### config.mk
export PLATFORM = sky130hd
export DESIGN_NAME = mux4_scan_rx_flat
export DESIGN_NICKNAME = d
export VERILOG_FILES = /design/src/rtl/mux4_scan_rx_if.sv /design/src/rtl/mux4_scan_rx.sv /design/src/flat_wrapper.sv
export SDC_FILE = /design/constraint.sdc
export NUM_CORES = 1
export LEC_CHECK = 0
export CORE_MARGIN = 4
export CORE_UTILIZATION = 45
export CTS_CLUSTER_DIAMETER = 50
export DETAILED_ROUTE_END_ITERATION = 12
export PLACE_DENSITY = 0.72
export SYNTH_ARGS = -nofsm -noshare
export SYNTH_HDL_FRONTEND = slang
export SYNTH_SLANG_ARGS = --single-unit
export TNS_END_PERCENT = 100
### constraint.sdc
create_clock -name clk -period 1.55 [get_ports clk]
set_clock_uncertainty 0.2 [all_clocks]
set_input_delay 0.2325 -clock clk [delete_from_list [all_inputs] [get_ports clk]]
set_output_delay 0.2325 -clock clk [all_outputs]
set_load 0.01 [all_outputs]
### src/rtl/mux4_scan_rx_if.sv
// Bus between the 4:1 mux scanner and its surroundings.
//   ei_n       : active-low enable (high aborts/blocks scanning)
//   start      : request one frame (sampled only when idle)
//   din        : mux output being scanned
//   sel        : mux select driven by the scanner
//   dout       : reassembled 4-bit word, dout[k] = din sampled while sel==k
//   dout_valid : one-cycle strobe when dout is updated
//   busy       : scanner not idle
// The slave modport is the scanner; the master modport is the side that
// drives enable/start/din and consumes the word.
interface mux4_scan_rx_if;
  logic       ei_n;
  logic       start;
  logic       din;
  logic [1:0] sel;
  logic [3:0] dout;
  logic       dout_valid;
  logic       busy;

  modport master (
    output ei_n, start, din,
    input  sel, dout, dout_valid, busy
  );

  modport slave (
    input  ei_n, start, din,
    output sel, dout, dout_valid, busy
  );
endinterface

### src/rtl/mux4_scan_rx.sv
// Receive-side scanner for an HC153-style 4:1 mux. Steps sel through 0..3,
// holds each select for SETTLE cycles, samples din in the following cycle
// and presents the four samples as one word with a one-cycle valid strobe.
// Ports:
//   clk : system clock, rising edge
//   rst : asynchronous active-high reset
//   bus : mux4_scan_rx_if.slave (ei_n, start, din in; sel, dout,
//         dout_valid, busy out)
// Parameters:
//   SETTLE : cycles sel is held before the sample cycle (1..15)
//   AUTO   : 1 = rescan continuously, 0 = one frame per start
//
// state  | meaning
// -------+-----------------------------------------------------------
// IDLE   | waiting for start with ei_n low; sel parked at 0
// SETTLE | sel stable, counting SETTLE cycles for the mux to settle
// SAMPLE | capture din into slot sel on the exit edge
module mux4_scan_rx #(
  parameter int unsigned SETTLE = 2,
  parameter bit          AUTO   = 1'b0
) (
  input  logic          clk,
  input  logic          rst,
  mux4_scan_rx_if.slave bus
);

  localparam logic [1:0] ST_IDLE   = 2'd0;
  localparam logic [1:0] ST_SETTLE = 2'd1;
  localparam logic [1:0] ST_SAMPLE = 2'd2;

  localparam logic [3:0] CNT_LAST = 4'(SETTLE - 1);

  logic [1:0] state;
  logic [3:0] cnt;
  logic [3:0] shadow;
  logic [1:0] sel_r;
  logic [3:0] dout_r;
  logic       valid_r;

  always_ff @(posedge clk or posedge rst) begin
    if (rst) begin
      state   <= ST_IDLE;
      cnt     <= 4'd0;
      shadow  <= 4'd0;
      sel_r   <= 2'd0;
      dout_r  <= 4'd0;
      valid_r <= 1'b0;
    end else begin
      valid_r <= 1'b0;
      case (state)
        ST_IDLE: begin
          sel_r <= 2'd0;
          cnt   <= 4'd0;
          if (bus.start && !bus.ei_n) state <= ST_SETTLE;
        end
        ST_SETTLE: begin
          if (bus.ei_n) begin
            state <= ST_IDLE;
            sel_r <= 2'd0;
            cnt   <= 4'd0;
          end else if (cnt == CNT_LAST) begin
            cnt   <= 4'd0;
            state <= ST_SAMPLE;
          end else begin
            cnt <= cnt + 4'd1;
          end
        end
        ST_SAMPLE: begin
          cnt <= 4'd0;
          // Abort wins over the sample that would otherwise land this edge.
          if (bus.ei_n) begin
            state <= ST_IDLE;
            sel_r <= 2'd0;
          end else begin
            shadow[sel_r] <= bus.din;
            if (sel_r != 2'd3) begin
              sel_r <= sel_r + 2'd1;
              state <= ST_SETTLE;
            end else begin
              dout_r  <= {bus.din, shadow[2:0]};
              valid_r <= 1'b1;
              sel_r   <= 2'd0;
              state   <= AUTO ? ST_SETTLE : ST_IDLE;
            end
          end
        end
        default: begin
          state <= ST_IDLE;
          sel_r <= 2'd0;
          cnt   <= 4'd0;
        end
      endcase
    end
  end

  assign bus.sel        = sel_r;
  assign bus.dout       = dout_r;
  assign bus.dout_valid = valid_r;
  assign bus.busy       = (state != ST_IDLE);

endmodule

### src/flat_wrapper.sv
// flat-port wrapper written by rule: the top's interface ports become plain ports
module mux4_scan_rx_flat 
#(
  parameter int unsigned SETTLE = 2,
  parameter bit          AUTO   = 1'b0
)
  (clk, rst, bus_ei_n, bus_start, bus_din, bus_sel, bus_dout, bus_dout_valid, bus_busy);
  mux4_scan_rx_if bus_i ();
  input  logic clk;
  input  logic rst;
  input wire logic [$bits(bus_i.ei_n)-1:0] bus_ei_n;
  input wire logic [$bits(bus_i.start)-1:0] bus_start;
  input wire logic [$bits(bus_i.din)-1:0] bus_din;
  output wire logic [$bits(bus_i.sel)-1:0] bus_sel;
  output wire logic [$bits(bus_i.dout)-1:0] bus_dout;
  output wire logic [$bits(bus_i.dout_valid)-1:0] bus_dout_valid;
  output wire logic [$bits(bus_i.busy)-1:0] bus_busy;
  assign bus_i.ei_n = bus_ei_n;
  assign bus_i.start = bus_start;
  assign bus_i.din = bus_din;
  assign bus_sel = bus_i.sel;
  assign bus_dout = bus_i.dout;
  assign bus_dout_valid = bus_i.dout_valid;
  assign bus_busy = bus_i.busy;
  mux4_scan_rx #(.SETTLE(SETTLE), .AUTO(AUTO)) u_core (.clk(clk), .rst(rst), .bus(bus_i));
endmodule
==> results of run 1 <==
==> registers in the layout, indices dropped and copies added (netlist names) <==
signal / count
u_core.bus.dout: 4
u_core.cnt: 4
u_core.shadow: 3
u_core.bus.sel: 2
u_core.state: 2
u_core.bus.dout_valid: 1
==> synthesized netlist by cell type, drive strengths merged <==
master / count / area share, %
o31ai: 1 / 0.98
xnor2: 1 / 1.1
a211o: 1 / 1.1
buf: 1 / 1.5
a21oi: 1 / 0.65
mux2i: 1 / 1.3
ha: 6 / 9.8
nand2b: 1 / 0.82
and2b: 1 / 0.98
nand2: 4 / 2.0
nor2: 6 / 2.9
or2: 1 / 0.82
nor4b: 1 / 1.1
nand3: 1 / 0.65
nor3: 1 / 0.65
a2bb2oi: 1 / 1.1
inv: 5 / 2.5
nor3b: 2 / 3.4
dfrtp: 16 / 52
and2: 1 / 0.82
mux2: 7 / 12
xor2: 1 / 1.1
==> path summary, 6_finish.rpt <==
| kind | start | end | slack (ns) | depth (start not counted) |
|---|---|---|---|---|
| max in group asynchronous | rst | u_core.bus.dout[0]$_DFFE_PP0P_ | 0.93 | 3 |
| min in group clk | u_core.cnt[0]$_DFF_PP0_ | u_core.cnt[0]$_DFF_PP0_ | 0.31 | 1 |
| worst min register to register | u_core.cnt[0]$_DFF_PP0_ | u_core.cnt[0]$_DFF_PP0_ | 0.31 | 1 |
| worst min-delay path | rst | u_core.shadow[2]$_DFFE_PP0P_ | 0.04 | 3 |
| worst max register to register | u_core.state[0]$_DFFE_PP0P_ | u_core.bus.dout[2]$_DFFE_PP0P_ | -0.04 | 4 |
| worst max-delay path | u_core.state[0]$_DFFE_PP0P_ | u_core.bus.dout[2]$_DFFE_PP0P_ | -0.04 | 4 |
==> per-stage QoR <==
stage,worst slack (ns),setup TNS (ns)
floorplan,0.00254,0
global placement,-0.284,-1.78
detailed placement,-0.346,-2.31
CTS,-0.0147,-0.0223
global route,-0.101,-0.662
finish,-0.0417,-0.218
==> layer usage <==
metal | GRT usage, % | vias up | share of wire, % | routed length, µm
li1 | - | 267 | - | -
met1 | 17.9 | 269 | 43 | 679
met2 | 22.1 | 14 | 50 | 779
met3 | 3.06 | 2 | 5.4 | 85
met4 | 8.53 | 0 | 1.1 | 17
met5 | 0 | - | 0 | 0
==> timing repair <==
item / in CTS / in global routing
setup buffers: 2 / 3
endpoints found under the setup margin: 12 / 11
resized for setup: 17 / 13
hold endpoints to repair: 0 / 0
hold buffers: 0 / 0
gates cloned: 0 / 0
pin swaps: 2 / 2
==> logic make-up after synthesis <==
logic type	count (synthesis)	synth area share, %
mux	8	13.6
buf+inv	6	3.92
compound gates	4	3.92
fa+ha+maj	6	9.80
simple gates	19	14.2
flops	16	52.3
xor+xnor	2	2.29
==> cell type report <==
class / count / share of cell area [%]
Clock buffer: 4 / 3.28
Inverter: 5 / 1.92
Multi-Input combinational cell: 39 / 34.8
Sequential cell: 16 / 36.2
Tap cell: 16 / 1.81
Timing Repair Buffer: 28 / 21.9
==> power by group through the flow <==
stage	Clock, W	Sequential (W)	Combinational (W)
2_1_floorplan	0	0.000481	0.0000714
6_report	0.000279	0.000472	0.000229
4_1_cts	0.000287	0.000470	0.000188
3_5_place_dp	0	0.000484	0.000161
5_1_grt	0.000322	0.000478	0.000248
3_3_place_gp	0	0.000479	0.000156
==> cells in the final DEF (no fill, tap or decap), drive strengths merged, types with 2 or more instances in the layout <==
| cell type | n |
|---|---|
| dlygate4sd2 | 6 |
| clkdlybuf4s50 | 4 |
| nor2 | 6 |
| inv | 5 |
| buf | 18 |
| nor3b | 2 |
| nand2 | 4 |
| ha | 6 |
| dfrtp | 16 |
| clkbuf | 4 |
| mux2 | 7 |
==> critical path, cell delays in order, from the launching register on <==
cell and delay (ns):
dfrtp_1 0.41, buf_6 0.13, nor3b_4 0.21, and2_4 0.23
mux2_4 0.30
==> metrics.md, run 1 <==
| Metric | Value |
|---|---|
| Register share of total power | `48.1%` |
| Routed Antenna Nets | `0` |
| Seq. cell area | `400 µm²` |
| Core Region | `1560 µm²` |
| FMAX | `0.628 GHz` |
| Die W | `49.3 µm` |
| Comb power frac | `23.4%` |
| Layout Nets | `104` |
| # setup viols final | `7` |
| DP HPWL | `1.03 mm` |
| CP arrival | `1.57 ns` |
| Later-pin clock latency in the skew report | `0.29 ns` |
| Hold Slack | `0.0383 ns` |
| Ports | `13` |
| Flops & latches, synth | `16` |
| Largest net degree at the start of global routing | `17` |
| Sw Pwr | `0.000250 W` |
| Fin. max-slew vios | `0` |
| Peak supply drop | `0.703 mV` |
| Max clock buf depth | `2` |
| DRC Markers | `0` |
| Synth warn | `0` |
| Failing checks | `negative setup slack` |
| TritonCTS Sinks | `16` |
| Chip height | `49.3 µm` |
| # fillers | `112` |
| Switching part of the total power | `25.5%` |
| Final Hold Violating Endpoints | `0` |
| DR pass1 iterations | `2` |
| Port Buffers | `12` |
| Multi-input combinational cell area | `385 µm²` |
| RSZ-0062 raised after global routing | `true` |
| Gr ovfl total | `0` |
| First-pass GRT wire length | `2.57 mm` |
| Hold crit path type | `in -> async` |
| Syn nets | `72` |
| Rows | `14` |
| Final Util | `70.9%` |
| TritonCTS Buffers | `3` |
| CP Launch Type | `flip-flop` |
| Pwr dens | `886 nW/µm²` |
| Clock slew at reported path FFs | `0.10 ns` |
| Post-Route WL | `1.56 mm` |
| Placed Cells | `99` |
| Clock power share | `28.5%` |
| Crit path max fanout | `5` |
| Final Cycle Share | `103%` |
| Crit Path Category | `reg -> reg` |
| Nature of the critical path endpoint | `flip-flop` |
| Post-placement cell area | `977 µm²` |
| Clock root buffer | `clkbuf_4` |
| Power Total | `0.000980 W` |
| Post-Layout Cell Count | `108` |
| DR vias/cell | `5.11` |
| Tightest Pin Transition | `0.234 ns` |
| N_diodes | `0` |
| Power Internal | `0.000730 W` |
| Final worst path period need | `1.59 ns` |
| Area delta synth->final | `44.4%` |
| Post-route design area | `1110 µm²` |
| Post-Syn Area per Cell | `12.6 µm²` |
| Count of cell types in the netlist | `24` |
| H-tree depth | `1` |
| Register area share after synthesis | `52.3%` |
| Status | `complete, but fails checks` |
| Static Leak | `0.558 nW` |
| DRT iter0 DRCs | `5` |
| All-layer global routing usage | `14.2%` |
| Setup ws final | `-0.0417 ns` |
| WL per Instance | `14.5 µm` |
| Cells after Synth | `61` |
| Max-cap violations | `0` |
| Share of cells above drive strength 1 | `40.2%` |
| CTS tree | `done` |
| Slew headroom | `84.3%` |
| Via Count | `552` |
| Mapped cell area | `766 µm²` |
| Initial antenna violation count | `0` |
| DIE AREA | `2430 µm²` |
| Placer Congestion | `0.689` |
| Vias in the first global route | `552` |
| Starting Density | `49.1%` |
| CP Data Required Time | `1.53 ns` |
Note: power is estimated with default switching activity, not from simulation.
==> run 2: changes to the inputs <==
--- a/config.mk
+++ b/config.mk
@@ -5,6 +5,7 @@
 export SDC_FILE = /design/constraint.sdc
 export NUM_CORES = 1
 export LEC_CHECK = 0
+export ABC_CLOCK_PERIOD_IN_PS = 1550
 export CORE_MARGIN = 4
 export CORE_UTILIZATION = 45
 export CTS_CLUSTER_DIAMETER = 50
==> results of run 2 <==
Final layout, timing and power as in run 1 (identical DEF).
